**config.mk**
```make
export PLATFORM = sky130hd
export DESIGN_NAME = sgen_fcw_sweep
export DESIGN_NICKNAME = d
export VERILOG_FILES = /design/src/rtl/sgen_fcw_sweep.sv
export SDC_FILE = /design/constraint.sdc
export NUM_CORES = 1
export LEC_CHECK = 0
export CORE_MARGIN = 2
export CORE_UTILIZATION = 30
export DETAILED_ROUTE_END_ITERATION = 16
export SKIP_LAST_GASP = 1
export SLEW_MARGIN = 40
export SYNTH_ARGS = -nofsm -noshare
export SYNTH_HDL_FRONTEND = slang
export SYNTH_SLANG_ARGS = --single-unit
```
**constraint.sdc**
```tcl
create_clock -name i_clk -period 4.32 [get_ports i_clk]
set_clock_uncertainty 0.15 [all_clocks]
set_input_delay 0.648 -clock i_clk [delete_from_list [all_inputs] [get_ports i_clk]]
set_output_delay 0.648 -clock i_clk [all_outputs]
set_load 0.1 [all_outputs]
```
**src/rtl/sgen_fcw_sweep.sv**
```systemverilog
// FCW sweep sequencer feeding the sgen_nco phase accumulator (linear chirp / sawtooth sweeps).
// Optional triangular sweep: define SGEN_FCW_SWEEP_BOUNCE_EN.
module sgen_fcw_sweep #(
    parameter int gp_phase_accu_width = 16,
    parameter int gp_dwell_width      = 16
) (
    input  logic                           i_clk,
    input  logic                           i_rst_an,
    input  logic                           i_ena,
    input  logic                           i_start,
    input  logic                           i_abort,
    input  logic                           i_cont,
    input  logic [gp_phase_accu_width-1:0] i_fcw_start,
    input  logic [gp_phase_accu_width-1:0] i_fcw_stop,
    input  logic [gp_phase_accu_width-1:0] i_fcw_step,
    input  logic [gp_dwell_width-1:0]      i_dwell,
    output logic [gp_phase_accu_width-1:0] o_fcw,
    output logic                           o_busy,
    output logic                           o_done,
    output logic [1:0]                     o_state
);
    localparam int W = gp_phase_accu_width;

    // i_start / i_abort are single-cycle requests with no ready: start is taken only in
    // IDLE/DONE, abort is taken in any state and wins over a simultaneous start.
    typedef enum logic [1:0] {
        ST_IDLE = 2'd0,
        ST_UP   = 2'd1,
        ST_DN   = 2'd2,
        ST_DONE = 2'd3
    } state_t;

    state_t                state;
    logic                  cfg_cont;
    logic [W-1:0]          cfg_start;
    logic [W-1:0]          cfg_stop;
    logic [W-1:0]          cfg_step;
    logic [gp_dwell_width-1:0] cfg_dwell;
    logic [gp_dwell_width-1:0] dwell_cnt;

    // One extra bit so a step past the top of the range clamps instead of wrapping.
    logic [W:0] up_next;
    logic       up_clamp;
    assign up_next  = {1'b0, o_fcw} + {1'b0, cfg_step};
    assign up_clamp = (up_next >= {1'b0, cfg_stop});

`ifdef SGEN_FCW_SWEEP_BOUNCE_EN
    logic [W:0] dn_next;
    logic       dn_clamp;
    assign dn_next  = {1'b0, o_fcw} - {1'b0, cfg_step};
    assign dn_clamp = dn_next[W] || (dn_next[W-1:0] <= cfg_start);
`endif

    assign o_state = state;

    always_ff @(posedge i_clk or negedge i_rst_an) begin
        if (!i_rst_an) begin
            state     <= ST_IDLE;
            o_fcw     <= '0;
            o_busy    <= 1'b0;
            o_done    <= 1'b0;
            dwell_cnt <= '0;
            cfg_cont  <= 1'b0;
            cfg_start <= '0;
            cfg_stop  <= '0;
            cfg_step  <= '0;
            cfg_dwell <= '0;
        end else begin
            o_done <= 1'b0;
            if (i_abort) begin
                state  <= ST_IDLE;
                o_fcw  <= '0;
                o_busy <= 1'b0;
            end else if (i_start && (state == ST_IDLE || state == ST_DONE)) begin
                cfg_cont  <= i_cont;
                cfg_start <= i_fcw_start;
                cfg_stop  <= i_fcw_stop;
                cfg_step  <= (i_fcw_step == '0) ? {{(W-1){1'b0}}, 1'b1} : i_fcw_step;
                cfg_dwell <= i_dwell;
                o_fcw     <= i_fcw_start;
                dwell_cnt <= i_dwell;
                o_busy    <= 1'b1;
                state     <= ST_UP;
            end else if (i_ena) begin
                case (state)
                    ST_UP: begin
                        if (dwell_cnt != '0) begin
                            dwell_cnt <= dwell_cnt - 1'b1;
                        end else begin
                            dwell_cnt <= cfg_dwell;
                            if (o_fcw >= cfg_stop) begin
                                if (!cfg_cont) begin
                                    state  <= ST_DONE;
                                    o_done <= 1'b1;
                                    o_busy <= 1'b0;
                                end else begin
`ifdef SGEN_FCW_SWEEP_BOUNCE_EN
                                    state <= ST_DN;
                                    o_fcw <= dn_clamp ? cfg_start : dn_next[W-1:0];
`else
                                    o_fcw <= cfg_start;
`endif
                                end
                            end else begin
                                o_fcw <= up_clamp ? cfg_stop : up_next[W-1:0];
                            end
                        end
                    end
`ifdef SGEN_FCW_SWEEP_BOUNCE_EN
                    ST_DN: begin
                        if (dwell_cnt != '0) begin
                            dwell_cnt <= dwell_cnt - 1'b1;
                        end else begin
                            dwell_cnt <= cfg_dwell;
                            if (o_fcw <= cfg_start) begin
                                state <= ST_UP;
                                o_fcw <= up_clamp ? cfg_stop : up_next[W-1:0];
                            end else begin
                                o_fcw <= dn_clamp ? cfg_start : dn_next[W-1:0];
                            end
                        end
                    end
`endif
                    ST_IDLE, ST_DONE: begin
                    end
                    default: state <= ST_IDLE;
                endcase
            end
        end
    end
endmodule
```
==> impl_summary.log, run 1 <==
[metrics] area growth from synthesis to layout: 26.9%
[metrics] post-detailed-route via-to-cell ratio: 5.07
[metrics] GRT Overall Usage: 16.8%
[metrics] transition time of the tightest slew-check pin: 787 ps
[metrics] number of global-route vias before repair: 5407
[metrics] starting density of the core: 30.4%
[metrics] Detailed Routing Iterations Pass 1: 5
[metrics] net count of the mapped netlist: 885
[metrics] remaining global-route overflow: 0
[metrics] endpoint type of the worst setup path: register
[metrics] total of endpoints with negative setup slack in the final report: 0
[metrics] pin count of the biggest net entering global routing: 52
[metrics] core area: 20900 um^2
[metrics] clock root buffer: clkbuf_16
[metrics] routed wire length: 18700 um
[metrics] Internal: 3980 uW
[metrics] share of power burned in registers: 22.4%
[metrics] R2R cell count: 18
[metrics] ANT cells: 0
[metrics] Critical R2R Capture: o_fcw[8]
[metrics] Mean Syn Cell Area: 8.31 um^2
[metrics] insertion delay of the later-clocked pin in the worst-skew pair: 370 ps
[metrics] final worst slack: 149 ps
[metrics] final hold violation count: 0
[metrics] worst slack at placement: -8.46 ps
[metrics] number of placement rows: 53
[metrics] Total Nets Final: 978
[metrics] count of H-tree levels built during CTS: 3
[metrics] Switching Power: 3830 uW
[metrics] GR Layer Usage met1: 23.1%
[metrics] cell area after synthesis: 6340 um^2
[metrics] static leakage power: 0.00373 uW
[metrics] dominant register cell in the synthesized netlist: dfrtp_1
[metrics] worst hold-check slack: 230 ps
[metrics] launching element type of the critical path: register
[metrics] Yosys cell types: 61
[metrics] number of buffers created by CTS: 9
[metrics] CTS Buffer Depth: 2
[metrics] final critical-path required period: 4170 ps
[metrics] met2 usage: 26.6%
[metrics] post-detailed-route count of antenna-violating nets: 0
[metrics] clock-pin slew reported for the worst setup and hold paths after clock tree synthesis: 80 ps
[metrics] synthesized instance count: 763
[metrics] first-pass GRT wire length: 29100 um
[metrics] global routing usage on met3: 3.46%
[metrics] result of the run: finished clean
[metrics] Tcrit/Tclk final: 96.6%
[metrics] total die area: 22300 um^2
[metrics] mean routed wirelength per cell: 16.4 um
[metrics] fraction of registers with async set/reset: 100%
[metrics] Syn. warnings: 0
[metrics] number of max-capacitance violations reported: 0
[metrics] layout cell share with drive strength beyond 1: 12.1%
[metrics] Reg-to-Reg Start: o_fcw[1]
[metrics] peak supply drop: 0.556 mV
[metrics] Slew Viols, Final: 0
[metrics] data arrival time at the worst-slack endpoint: 4270 ps
[metrics] switching share of total power: 49.0%
[metrics] total power after layout: 7810 uW
[metrics] Ports: 90
[metrics] layer with the highest usage after global routing: met2
[metrics] setup slack of the worst register-to-register path: 150 ps
[metrics] HPWL after DPL: 13500 um
[metrics] chip height: 149 um
[metrics] Crit Path Max Fanout: 4
[metrics] number of flops mapped to enable cells by yosys: 0
[metrics] sequential-to-total area share from yosys stat: 39.9%
[metrics] quantity of I/O buffers inserted on ports: 89
[metrics] achievable clock frequency: 240 MHz
[metrics] type of the worst setup path: register to register
[metrics] antenna violations before repair: 0
[metrics] Data required, critical path: 4420 ps
[metrics] clock tree sinks: 101
[metrics] via count of the routed design: 5758
[metrics] clock share of power: 10.8%
[metrics] register bit count reported by yosys: 101
[metrics] Comb pwr share: 66.8%
[metrics] worst hold path class: input pin to async pin
[metrics] routability cong.: 0.888
[metrics] post-layout util: 38.5%
[metrics] power density relative to cell area: 971 nW/um^2
[metrics] Initial DRC Count: 389
[metrics] Sum Neg Setup Slack: 0 ps
[metrics] worst max-slew margin expressed relative to the limit: 47.2%
[metrics] Die W: 149 um
[metrics] remaining design rule violation count: 0
[metrics] unrepaired setup endpoints after global routing: no
[metrics] clock tree from TritonCTS: done
-- final cells by class --
class                   count  area (um^2)
fillers                  2139        12800
clock inverters             7         76.3
inverters                  35          131
clock buffers               9          225
multi-input cells         594         3680
flip-flops and latches    101         2540
well taps                 275          344
repair buffers            115         1050
-- sequential cells by signal (all words and copies together), names as in the netlist --
register,flops
cfg_cont,1
cfg_dwell,16
cfg_start,16
cfg_step,16
cfg_stop,16
dwell_cnt,16
o_busy,1
o_done,1
o_fcw,16
o_state,2
-- routing by layer --
layer	routed length, um	part of all wire, %
met4	432	2.3
met1	8720	47
met2	8610	46
met3	907	4.9
met5	0	0
-- cell families after synthesis --
kind of cell	after synthesis	synth area share, %
AOI/OAI and AO/OA	195	19.7
xor gates and xnor gates	21	2.90
adders and majority gates	52	10.4
buffers and inverters	68	4.18
DFF	101	39.9
muxes	14	2.29
and+or+nand+nor	312	20.7
-- power groups by stage --
| stage | registers [uW] | clock network, uW | logic [uW] |
|---|---|---|---|
| detailed placement | 1750 | 0 | 4490 |
| global route | 1820 | 902 | 5700 |
| CTS | 1740 | 864 | 4520 |
| finish | 1750 | 843 | 5220 |
| global placement | 1750 | 0 | 4500 |
| floorplan | 2150 | 0 | 2940 |
-- layout by cell type (no fill, tap or decap), drive strengths merged, types with 2 or more instances in the layout --
cell and n:
a21o 9, o21a 2, clkbuf 10, and3 3, a22oi 5, clkinv 3, o211ai 7, nand4 3
clkdlybuf4s50 68, buf 46, a21boi 2, a221o 3, o21bai 2, nand2b 9, xor2 5, nor4 7
nor3 12, and4 3, a211o 7, nor2 64, mux2i 10, xnor2 16, ha 51, o21ai 55
a21oi 62, dfrtp 101, a211oi 16, or3 3, inv 39, a31oi 2, a2bb2oi 3, mux2 4
nand2 193, nand3 9, a311oi 3, o31ai 4, o221ai 4
-- per-stage QoR --
step                      cell area, um^2  cells
final                                8040   1136
after global routing                 8040   1136
after CTS                            7800   1122
after detailed placement             7490   1106
after global placement               7580   1106
after floorplan                      6350    763
-- worst max-delay path by stage --
| stage | start | end | slack (ps) | cells after the start |
|---|---|---|---|---|
| 2_1_floorplan | o_fcw[0] | o_fcw[5] | 1 | 18 |
| 3_3_place_gp | o_fcw[1] | o_fcw[8] | 100 | 17 |
| 3_5_place_dp | o_fcw[1] | o_fcw[5] | -8 | 17 |
| 4_1_cts | o_fcw[1] | o_fcw[8] | 70 | 17 |
| 5_1_grt | o_fcw[10] | o_fcw[8] | 20 | 18 |
| 6_report | o_fcw[1] | o_fcw[8] | 150 | 18 |
-- critical path, stage by stage, from the launching register on --
cell and delay, ps:
dfrtp_2 460, ha_4 260, a211oi_2 310, o21ai_2 100, and4_1 210, or2_4 280
a21o_1 160, a211o_1 270, ha_1 320, nand3_2 100, inv_1 40, a22oi_1 170
nand2_1 120, a211oi_4 240, buf_12 150, buf_4 130, mux2_1 320, o221ai_1 180
a21oi_1 90
-- synthesized netlist by cell type (all sizes together), types with 4 or more instances --
library cell / instances / area [um^2]
nor4: 7 / 50.1
dfrtp: 101 / 2530
a211o: 7 / 61.3
nand3: 9 / 45.0
a21o: 9 / 67.6
nor2: 64 / 240
o21ai: 55 / 287
xor2: 5 / 43.8
a211oi: 16 / 138
clkbuf: 25 / 93.8
a21oi: 62 / 310
nor3: 12 / 60.1
mux2i: 10 / 100
o221ai: 4 / 35.0
nand2: 193 / 724
o211ai: 7 / 52.6
mux2: 4 / 45.0
buf: 8 / 40.0
nand2b: 9 / 56.3
a22oi: 5 / 37.5
ha: 51 / 638
o31ai: 4 / 30.0
inv: 35 / 131
xnor2: 16 / 140
-- repair_timing --
action                     4_1_cts  5_1_grt
gates resized for setup          2       24
cloned                           0        1
hold buffers                     0        0
pin swaps                        0       12
hold endpoints to repair         0        0
buffers inserted                 0       12
setup endpoints to repair        4       13
Note: power is estimated with default switching activity, not from simulation.
==> inputs of run 2 (changes only) <==
--- a/config.mk
+++ b/config.mk
@@ -6,8 +6,10 @@
 export NUM_CORES = 1
 export LEC_CHECK = 0
 export CORE_MARGIN = 2
-export CORE_UTILIZATION = 30
+export CORE_UTILIZATION = 45
+export CTS_CLUSTER_DIAMETER = 30
 export DETAILED_ROUTE_END_ITERATION = 16
+export PLACE_DENSITY = 0.68
 export SKIP_LAST_GASP = 1
 export SLEW_MARGIN = 40
 export SYNTH_ARGS = -nofsm -noshare
==> impl_summary.log, run 2 (synthesis results as in run 1) <==
[metrics] clock-pin slew reported for the worst setup and hold paths after clock tree synthesis: 70 ps (was 80 ps)
[metrics] layout cell share with drive strength beyond 1: 11.9% (was 12.1%)
[metrics] Total Nets Final: 983 (was 978)
[metrics] most common library cell in the layout ignoring fill and taps: nand2_1 (unchanged)
[metrics] via count of the routed design: 5789 (was 5758)
[metrics] worst hold path class: register to register (was input pin to async pin)
[metrics] number of buffers created by CTS: 9 (unchanged)
[metrics] type of the worst setup path: register to register (unchanged)
[metrics] hold worst-path end: cfg_dwell[1]
[metrics] R2R cell count: 18 (unchanged)
[metrics] post-detailed-route count of antenna-violating nets: 0 (unchanged)
[metrics] Data required, critical path: 4410 ps (was 4420 ps)
[metrics] setup slack of the worst register-to-register path: 130 ps (was 150 ps)
[metrics] Critical R2R Capture: o_fcw[0] (was o_fcw[8])
[metrics] Reg-to-Reg Start: o_fcw[1] (unchanged)
[metrics] number of global-route vias before repair: 5608 (was 5407)
[metrics] pin count of the biggest net entering global routing: 67 (was 52)
[metrics] Crit Path Max Fanout: 6 (was 4)
[metrics] final hold violation count: 0 (unchanged)
[metrics] final worst slack: 129 ps (was 149 ps)
[metrics] HPWL after DPL: 13700 um (was 13500 um)
[metrics] area growth from synthesis to layout: 24.2% (was 26.9%)
[metrics] peak supply drop: 0.614 mV (was 0.556 mV)
[metrics] CTS Buffer Depth: 2 (unchanged)
[metrics] post-detailed-route via-to-cell ratio: 5.55 (was 5.07)
[metrics] worst hold-check slack: 328 ps (was 230 ps)
[metrics] static leakage power: 0.00372 uW (was 0.00373 uW)
[metrics] remaining global-route overflow: 0 (unchanged)
[metrics] mean routed wirelength per cell: 17.7 um (was 16.4 um)
[metrics] result of the run: finished clean (unchanged)
[metrics] clock tree from TritonCTS: done (unchanged)
[metrics] # fillers: 1267 (was 2139)
[metrics] Slew Viols, Final: 0 (unchanged)
[metrics] achievable clock frequency: 239 MHz (was 240 MHz)
[metrics] total die area: 15100 um^2 (was 22300 um^2)
[metrics] Detailed Routing Iterations Pass 1: 5 (unchanged)
[metrics] clock tree sinks: 101 (unchanged)
[metrics] starting density of the core: 45.9% (was 30.4%)
[metrics] Tcrit/Tclk final: 97.0% (was 96.6%)
[metrics] worst max-slew margin expressed relative to the limit: 56.7% (was 47.2%)
[metrics] ANT cells: 0 (unchanged)
[metrics] remaining design rule violation count: 0 (unchanged)
[metrics] power density relative to cell area: 966 nW/um^2 (was 971 nW/um^2)
[metrics] clock root buffer: clkbuf_16 (unchanged)
[metrics] total of endpoints with negative setup slack in the final report: 0 (unchanged)
[metrics] launching element type of the critical path: register (unchanged)
[metrics] first-pass GRT wire length: 29000 um (was 29100 um)
[metrics] number of placement rows: 43 (was 53)
[metrics] Hold Path Stages: 2
[metrics] data arrival time at the worst-slack endpoint: 4280 ps (was 4270 ps)
[metrics] Initial DRC Count: 348 (was 389)
[metrics] number of max-capacitance violations reported: 0 (unchanged)
[metrics] GRT Overall Usage: 25.1% (was 16.8%)
[metrics] count of H-tree levels built during CTS: 3 (unchanged)
[metrics] quantity of I/O buffers inserted on ports: 89 (unchanged)
[metrics] Die W: 123 um (was 149 um)
[metrics] transition time of the tightest slew-check pin: 645 ps (was 787 ps)
[metrics] core area: 13800 um^2 (was 20900 um^2)
[metrics] routability cong.: 0.960 (was 0.888)
[metrics] Ports: 90 (unchanged)
[metrics] highest-count cells in the layout ignoring fill and taps: nand2_1 (193), dfrtp_1 (92), clkdlybuf4s50_1 (68), nor2_1 (63), a21oi_1 (58) (unchanged)
[metrics] final critical-path required period: 4190 ps (was 4170 ps)
[metrics] routed wire length: 18500 um (was 18700 um)
[metrics] antenna violations before repair: 0 (unchanged)
[metrics] endpoint type of the worst setup path: register (unchanged)
[metrics] worst min-delay path startpoint: cfg_dwell[1]
[metrics] chip height: 123 um (was 149 um)
[metrics] insertion delay of the later-clocked pin in the worst-skew pair: 360 ps (was 370 ps)
[metrics] worst slack at placement: 4.40 ps (was -8.46 ps)
[metrics] total power after layout: 7610 uW (was 7810 uW)
run 2: per-stage QoR:
step / setup TNS (ps) / std cells / util, % / instance area (um^2)
after floorplan: 0 / 763 / - / 6350
after global placement: 0 / 1016 / 54.2 / 7500
after detailed placement: 0 / 1016 / 53.6 / 7410
after CTS: 0 / 1031 / 55.6 / 7690
after global routing: -150 / 1044 / 57.0 / 7880
final: 0 / 1044 / 57.0 / 7880
run 2: cell type report:
class	count	area, um^2	share of cell area, %
Clock inverter	5	36.3	0.461
Multi-Input combinational cell	594	3660	46.5
Timing Repair Buffer	120	1060	13.4
Tap cell	180	225	2.86
Sequential cell	101	2540	32.2
Clock buffer	9	225	2.86
Inverter	35	131	1.67
run 2: repair_timing:
| item | CTS | global route |
|---|---|---|
| hold endpoints to repair | 5 | 0 |
| endpoints found under the setup margin | 1 | 13 |
| resized for setup | 2 | 21 |
| buffers inserted | 0 | 13 |
| pin swaps | 0 | 10 |
| hold buffers | 1 | 0 |
run 2: how the worst max path moves through the flow:
stage	from	to	slack, ps
2_1_floorplan	o_fcw[0]	o_fcw[5]	1
3_3_place_gp	o_fcw[1]	o_fcw[8]	110
3_5_place_dp	o_fcw[0]	o_fcw[8]	4
4_1_cts	o_fcw[2]	o_fcw[8]	30
5_1_grt	o_fcw[0]	o_fcw[0]	-40
6_report	o_fcw[1]	o_fcw[0]	130
run 2: worst max-delay path, cell delays in order, from the launching register on:
cell      delay [ps]
dfrtp_2          410
ha_1             330
a211oi_2         280
o21ai_2          100
and4_1           240
or2_4            280
a21o_1           160
a211o_1          270
ha_1             330
nand3_2          120
nor2_1            60
a22oi_1          150
nand2_1          110
a211oi_4         230
buf_12           160
buf_6            130
mux2i_1          200
a211oi_1          90
a221o_1          280
run 2: where the power goes:
part	leakage, uW	internal, uW	switching [uW]
Sequential	0.00123	1390	363
Clock	0.000132	388	379
Combinational	0.00236	2050	3040
run 2: per-layer routing:
layer / GRT usage (%) / share of wire [%] / vias to the layer above
li1: - / - / 2838
met1: 34.2 / 46 / 2787
met2: 40.0 / 46 / 139
met3: 5.48 / 5.6 / 25
met4: 7.76 / 2.6 / 0
met5: 0 / 0 / -
